### src/rtl/func_eval_arbiter.sv
// Round-robin arbiter sharing one programmable 2-input truth-table evaluator.
// Ports: clk/reset, req_valid/req_x/req_ready (requesters), resp_* (result), cfg_we/cfg_truth, busy, served_cnt.
module func_eval_arbiter #(
  parameter int         NUM_REQ   = 4,
  parameter int         ID_W      = $clog2(NUM_REQ),
  parameter logic [3:0] TRUTH_RST = 4'b1011
) (
  input  logic                 clk,
  input  logic                 reset,
  input  logic [NUM_REQ-1:0]   req_valid,
  input  logic [2*NUM_REQ-1:0] req_x,
  output logic [NUM_REQ-1:0]   req_ready,
  output logic                 resp_valid,
  output logic [ID_W-1:0]      resp_id,
  output logic                 resp_f,
  input  logic                 resp_ready,
  input  logic                 cfg_we,
  input  logic [3:0]           cfg_truth,
  output logic                 busy,
  output logic [7:0]           served_cnt
);

  localparam logic [1:0] IDLE = 2'd0;
  localparam logic [1:0] EVAL = 2'd1;
  localparam logic [1:0] RESP = 2'd2;

  logic [1:0]      state;
  logic [ID_W-1:0] rr_ptr;
  logic [ID_W-1:0] gnt;
  logic [ID_W-1:0] id_q;
  logic            hit;
  logic [1:0]      x_q;
  logic [3:0]      truth;

  // (base + off) mod NUM_REQ, for off in 0..NUM_REQ
  function automatic logic [ID_W-1:0] wrap_idx(
    input logic [ID_W-1:0] base,
    input int              off
  );
    int s;
    s = int'(base) + off;
    if (s >= NUM_REQ) s = s - NUM_REQ;
    return ID_W'(s);
  endfunction

  // first valid requester at or after rr_ptr, wrapping around
  always_comb begin
    hit = 1'b0;
    gnt = '0;
    for (int i = 0; i < NUM_REQ; i++) begin
      if (!hit && req_valid[wrap_idx(rr_ptr, i)]) begin
        hit = 1'b1;
        gnt = wrap_idx(rr_ptr, i);
      end
    end
  end

  always_comb begin
    req_ready = '0;
    if (state == IDLE && hit) req_ready[gnt] = 1'b1;
  end

  assign busy = (state != IDLE);

  always_ff @(posedge clk or posedge reset) begin
    if (reset) begin
      state      <= IDLE;
      rr_ptr     <= '0;
      truth      <= TRUTH_RST;
      resp_valid <= 1'b0;
      resp_id    <= '0;
      resp_f     <= 1'b0;
      served_cnt <= '0;
      x_q        <= '0;
      id_q       <= '0;
    end else begin
      // table reads below see the pre-edge value
      if (cfg_we) truth <= cfg_truth;
      unique case (state)
        IDLE: begin
          if (hit) begin
            x_q    <= req_x[{gnt, 1'b0} +: 2];
            id_q   <= gnt;
            rr_ptr <= wrap_idx(gnt, 1);
            state  <= EVAL;
          end
        end
        EVAL: begin
          resp_f     <= truth[x_q];
          resp_id    <= id_q;
          resp_valid <= 1'b1;
          state      <= RESP;
        end
        RESP: begin
          if (resp_ready) begin
            resp_valid <= 1'b0;
            served_cnt <= served_cnt + 8'd1;
            state      <= IDLE;
          end
        end
        default: state <= IDLE;
      endcase
    end
  end

endmodule

### config.mk
export PLATFORM = sky130hd
export DESIGN_NAME = func_eval_arbiter
export DESIGN_NICKNAME = d
export VERILOG_FILES = /design/src/rtl/func_eval_arbiter.sv
export SDC_FILE = /design/constraint.sdc
export NUM_CORES = 1
export LEC_CHECK = 0
export ABC_AREA = 1
export CELL_PAD_IN_SITES_DETAIL_PLACEMENT = 1
export CELL_PAD_IN_SITES_GLOBAL_PLACEMENT = 1
export CORE_UTILIZATION = 34
export CTS_CLUSTER_SIZE = 25
export DETAILED_ROUTE_END_ITERATION = 10
export PLACE_DENSITY = 0.88
export SKIP_LAST_GASP = 1
export SLEW_MARGIN = 20
export SYNTH_ARGS = -nofsm -noshare
export SYNTH_HDL_FRONTEND = slang
export SYNTH_SLANG_ARGS = --single-unit
### constraint.sdc
create_clock -name clk -period 2 [get_ports clk]
set_input_delay 0.4 -clock clk [delete_from_list [all_inputs] [get_ports clk]]
set_output_delay 0.4 -clock clk [all_outputs]
set_load 0.01 [all_outputs]
# ---- After elaboration in Yosys (flattened, before gate mapping)
# Index checks and enable logic that the tools add are counted.
dict set report totals {
  ff_bits 24
  inputBits 20
  output_inout_bits 17
  word_cells 82
}
dict set report op_classes {
  add_sub_neg 10
  magnitude_cmp 12
  n_eq_ne 4
  shift 1
  n_mux 31
  reduce_logical 15
}
# op n
set ops {}
lappend ops {{2-bit 2-to-1 mux} 11}
lappend ops {{2-bit by 3-bit less-than comparator with 1-bit output, second input constant} 6}
lappend ops {{3-bit greater-or-equal comparator, second input constant} 4}
lappend ops {{1-bit 2-to-1 mux} 11}
lappend ops {{1-bit binary-select mux with 2-bit select} 5}
lappend ops {{2-bit by 1-bit subtractor with 2-bit output, second input constant} 5}
lappend ops {{8-bit by 1-bit adder with 8-bit output, second input constant} 1}
lappend ops {{2-bit AND reduction} 4}
lappend ops {{8-bit by 4-bit variable part select with 2-bit output} 1}
lappend ops {{2-bit by 1-bit adder with 3-bit output, second input constant} 2}
lappend ops {{2-bit by 2-bit adder with 3-bit output, second input constant} 2}
lappend ops {{2-bit one-hot mux with 3 select lines} 1}
lappend ops {{1-bit logical AND} 5}
lappend ops {{4-bit 2-to-1 mux} 1}
lappend ops {{2-bit != test, second input constant} 2}
lappend ops {{2-bit nonzero test} 2}
lappend ops {{2-bit by 3-bit greater-or-equal comparator with 1-bit output, second input constant} 1}
lappend ops {{1-bit logical NOT} 3}
lappend ops {{1-bit demux with 2-bit select} 1}
lappend ops {{2-bit by 1-bit == test with 1-bit output, second input constant} 1}
lappend ops {{2-bit == test, second input constant} 1}
lappend ops {{2-bit by 1-bit greater-or-equal comparator with 1-bit output, second input constant} 1}
lappend ops {{2-bit logical NOT} 1}
lappend ops {{1-bit one-hot mux with 2 select lines} 1}

# ---- Depth between registers and ports, before layout
dict set report depth {
  depth_word 19
  mapped_depth 15
  mapped_depth_nobuf 15
}

# ---- Worst setup path after synthesis
# OpenSTA, ideal clock, no wires.
dict set report synth_timing {
  path_type {flip-flop to output port}
  start {register rr_ptr[0]}
  end {output req_ready[3]}
  arrival_ps 1460
  required_ps 1600
  slack_ps 140
  path_stages_with_launch 13
  path_buffers 1
  cell_sequence {dfrtp_1 > buf_6 > nand2_1 > nand2_1 > nand2_1 > nand2_1 > nor2_2 > nand3_2 > nor2_1 > nor2_1 > inv_1 > nand2_1 > nor2_1}
}
dict set report synth_via {
  elab_chain_cells 19
  elab_cells_between_ends 44
  cone_classes {7 x add/sub; 6 x order compare; 23 x mux; 8 x reduce/logical}
}
# item line_no
set synth_lines {}
lappend synth_lines {{start: declaration} 28} ;# logic [ID_W-1:0] rr_ptr;
lappend synth_lines {{start signal: assignment} 84} ;# rr_ptr <= wrap_idx(gnt, 1);
lappend synth_lines {{parallel branches: the longest is 18 deep, another holds 2-bit by 1-bit adder with 3-bit output} -}
lappend synth_lines {{4-bit 2-to-1 mux *} 60} ;# if (state == IDLE && hit) req_ready[gnt] = 1'b1;
lappend synth_lines {{end: declaration} 12} ;# output logic [NUM_REQ-1:0] req_ready,
# Every way passes the cells marked *. The select of a mux whose other input is x is not followed.

# ---- Worst setup path after layout
# Same ends and word-level chain as after synthesis.

==> impl_metrics.csv <==
group,metric,value,unit
global_routing,grt_pass1_wl,7680,um
floorplan,chipWidth,64.9,um
power_and_ir_drop,power_density,1940,nW/um^2
power_and_ir_drop,finalPower,4.46,mW
place,place_congestion,0.798,
floorplan,start_util,0.362,
route,route.detailed.drc,0,
outcome,outcome,"finished, violations left",
power_and_ir_drop,combPwrFrac,0.714,
sta,rsz0062_at_grt,"true",
power_and_ir_drop,ir_drop,1.09,mV
synth,synth_mux_area_frac,0.0167,
clocking,hold_buffers,0,
floorplan,core,3720,um^2
route,totalWireLength,5000,um
finish,area_growth_syn_to_layout,70.9,%
setup_path,crit_required,1600,ps
finish,diodes,0,
synth,synth_fa_ha_area_frac,0.00929,
setup_path,critical_path_arrival,2110,ps
synth,yosys.area_share.simple,0.341,
sta,clock.fmax,399,MHz
power_and_ir_drop,cellLeakagePower,1.18,nW
sta,finalHoldViolCount,0,
floorplan,rows,22,
floorplan,ios,37,
synth,synth_compound_area_frac,0.0548,
power_and_ir_drop,pwr-share-clk,0.096,
synth,synth.distinct_cells,26,
finish,drive_gt1_frac,0.397,
synth,syn_area_per_cell,7.61,um^2
job,cap_violations,0,
route,wl_per_cell,16.7,um
clocking,clkLatencyLatePin,270,ps
clocking,clkTransAtPathRegs,90,ps
sta,worstMarginPinSlew,350,ps
global_routing,overflow,0,
clocking,cts_root_buf,"clkbuf_8",
place,hpwl,2790,um
setup_path,cp-start-kind,"flip-flop",
min_path,hold_path_class,"flip-flop to flip-flop",
route,viasPerCell,4.93,
synth,ys_ff_latch,24,
floorplan,die_h,64.9,um
sta,period_share,1.25,
synth,synth_top_family_by_area,"simple AND/OR/NAND/NOR gates",
synth,synthesis.nets,198,
power_and_ir_drop,intPower,2.42,mW
power_and_ir_drop,p_sw,2.04,mW
sta,maxSlewViolCount,0,
sta,maxSlewHeadroom,0.766,
floorplan,dieArea,4220,um^2
global_routing,gr-usage-all-layers,0.241,
global_routing,grt_antenna_before_repair,0,
global_routing,grt_pass1_vias,1587,
synth,yosys_warnings,0,
route,first_pass_iters,4,
global_routing,grt_max_degree,25,
sta,worst_slack,-509,ps
route,vias,1478,
finish,fin_util,0.619,
clocking,cts_tree,"done",
route,first_iter_violations,52,
power_and_ir_drop,seq_power_share,0.190,
clocking,cts_buffers,3,
outcome,violations,"setup timing",
synth,seq_area_frac_synth,0.449,
setup_path,worstPathMaxFanout,5,
clocking,cts_num_sinks,24,
sta,setup_viol,10,
route,drtAntennaViolNets,0,
sta,fin_skew,6.73,ps
power_and_ir_drop,swShare,0.457,
clocking,cts_buffer_depth,2,
setup_path,worstSetupEndpointType,"output pin",
place,io_buffer_count,36,
setup_path,crit_type,"flip-flop to output pin",
clocking,htree_levels,1,
finish,num-nets-final,274,
synth,synth-xor-area-share,0.0455,
synth,postSynthCellCount,177,
synth,synth_area,1350,um^2
sta,fin_crit,2510,ps
power groups by stage:
stage	clock, mW	combinational [mW]	sequential, mW
after detailed placement	0	2.14	0.828
after global routing	0.446	3.41	0.870
final	0.428	3.19	0.848
after global placement	0	2.06	0.813
after CTS	0.430	2.72	0.846
after floorplan	0	1.12	0.836
stage by stage:
stage	setup TNS, ps	hold slack, ps	cell area, um^2	std cells	setup slack (ps)
3_3_place_gp	-3420	455	1910	280	-785
6_report	-2950	466	2300	300	-509
4_1_cts	-2070	475	2200	298	-456
3_5_place_dp	-4420	463	1910	280	-908
5_1_grt	-3590	496	2300	300	-598
2_1_floorplan	0	412	1350	177	140
placed cells by master (no fill, tap or decap), drive strengths merged:
cell type / synthesis / layout
o21ai: 7 / 7
clkdlybuf4s50: 0 / 29
dfstp: 3 / 3
mux2: 2 / 2
ha: 1 / 1
o211ai: 2 / 2
nand3: 14 / 14
dfrtp: 21 / 21
nand2: 73 / 73
o21a: 1 / 1
inv: 24 / 24
nand3b: 2 / 2
nor3: 2 / 2
bufinv: 0 / 1
a21oi: 2 / 2
clkbuf: 0 / 3
nor2: 11 / 11
dlymetal6s2s: 0 / 3
xnor2: 2 / 2
xor2: 5 / 5
buf: 2 / 41
a31oi: 1 / 1
nand4: 2 / 2
cells by family after synthesis:
kind of cell,after synthesis
XOR/XNOR,7
adder cells (fa/ha/maj),1
buffers and inverters,26
AO/OA/AOI/OAI,13
flip-flops,24
AND/OR/NAND/NOR,104
multiplexers,2
synth_stat cells:
cell      count  area (um^2)
o21ai_0       6         30.0
nand3_2       1         10.0
nand2_4       1         11.3
a31oi_1       1         6.26
nand3b_1      2         15.0
o211ai_1      2         15.0
xnor2_1       2         17.5
xor2_1        5         43.8
inv_1        22         82.6
a21oi_1       2         10.0
o21ai_1       1         5.00
mux2_2        2         22.5
nor2_2        1         6.26
nor3_1        1         5.00
nor2_1       10         37.5
dfstp_2       3         78.8
buf_6         2         22.5
inv_2         2         7.51
ha_1          1         12.5
nand2_1      68          255
dfrtp_1      21          526
nand4_1       2         12.5
nand2_2       4         25.0
nor3_4        1         16.3
o21a_1        1         7.51
nand3_1      13         65.1
final cells by class:
| class | count | area, um^2 |
|---|---|---|
| Tap cell | 48 | 60.1 |
| Timing Repair Buffer | 73 | 654 |
| Clock inverter | 1 | 30.0 |
| Clock buffer | 3 | 41.3 |
| Inverter | 24 | 105 |
| Multi-Input combinational cell | 127 | 803 |
| Sequential cell | 24 | 607 |
| Fill cell | 454 | 1420 |
what timing repair did:
| item | CTS | global route |
|---|---|---|
| resized for setup | 47 | 36 |
| endpoints found under the setup margin | 4 | 10 |
| gates cloned | 1 | 0 |
| pin swaps | 20 | 19 |
| hold endpoints to repair | 0 | 0 |
| setup buffers | 13 | 3 |
state kept, by name, summed over array words and instances, names as in the netlist:
signal	cells
id_q	2
state	2
truth	4
rr_ptr	2
served_cnt	8
resp_f	1
resp_id	2
x_q	2
resp_valid	1
path summary, 6_finish.rpt:
path | depth (start not counted) | slack, ps | to | from
min in group asynchronous | 3 | 480 | served_cnt[7]$_DFFE_PP0P_ | reset
min reg2reg | 1 | 470 | served_cnt[7]$_DFFE_PP0P_ | served_cnt[7]$_DFFE_PP0P_
max | 14 | -510 | req_ready[3] | rr_ptr[0]$_DFFE_PP0P_
max reg2reg | 19 | -490 | id_q[1]$_DFFE_PP0P_ | rr_ptr[0]$_DFFE_PP0P_
max in group asynchronous | 3 | 1230 | truth[0]$_DFFE_PP1P_ | reset
min | 1 | 470 | served_cnt[7]$_DFFE_PP0P_ | served_cnt[7]$_DFFE_PP0P_
worst max-delay path, stage by stage (launching register included):
cell     delay, ps
dfrtp_2        470
buf_12         160
nand2_2         90
nand2_2        100
nand2_2         90
nand2_2         70
nor2_4         140
nand3_4        110
nor2_4         110
nor2_4          50
buf_6          120
inv_8           70
nand2_4         50
nor2_1          70
buf_2          130
routing by layer:
metal,wire (um),up-vias,track usage
li1,-,700,-
met1,1960,717,0.266
met4,193,0,0.0944
met2,2680,45,0.453
met3,168,16,0.0352
met5,0,-,0
Power figures use the tool's default switching activity.
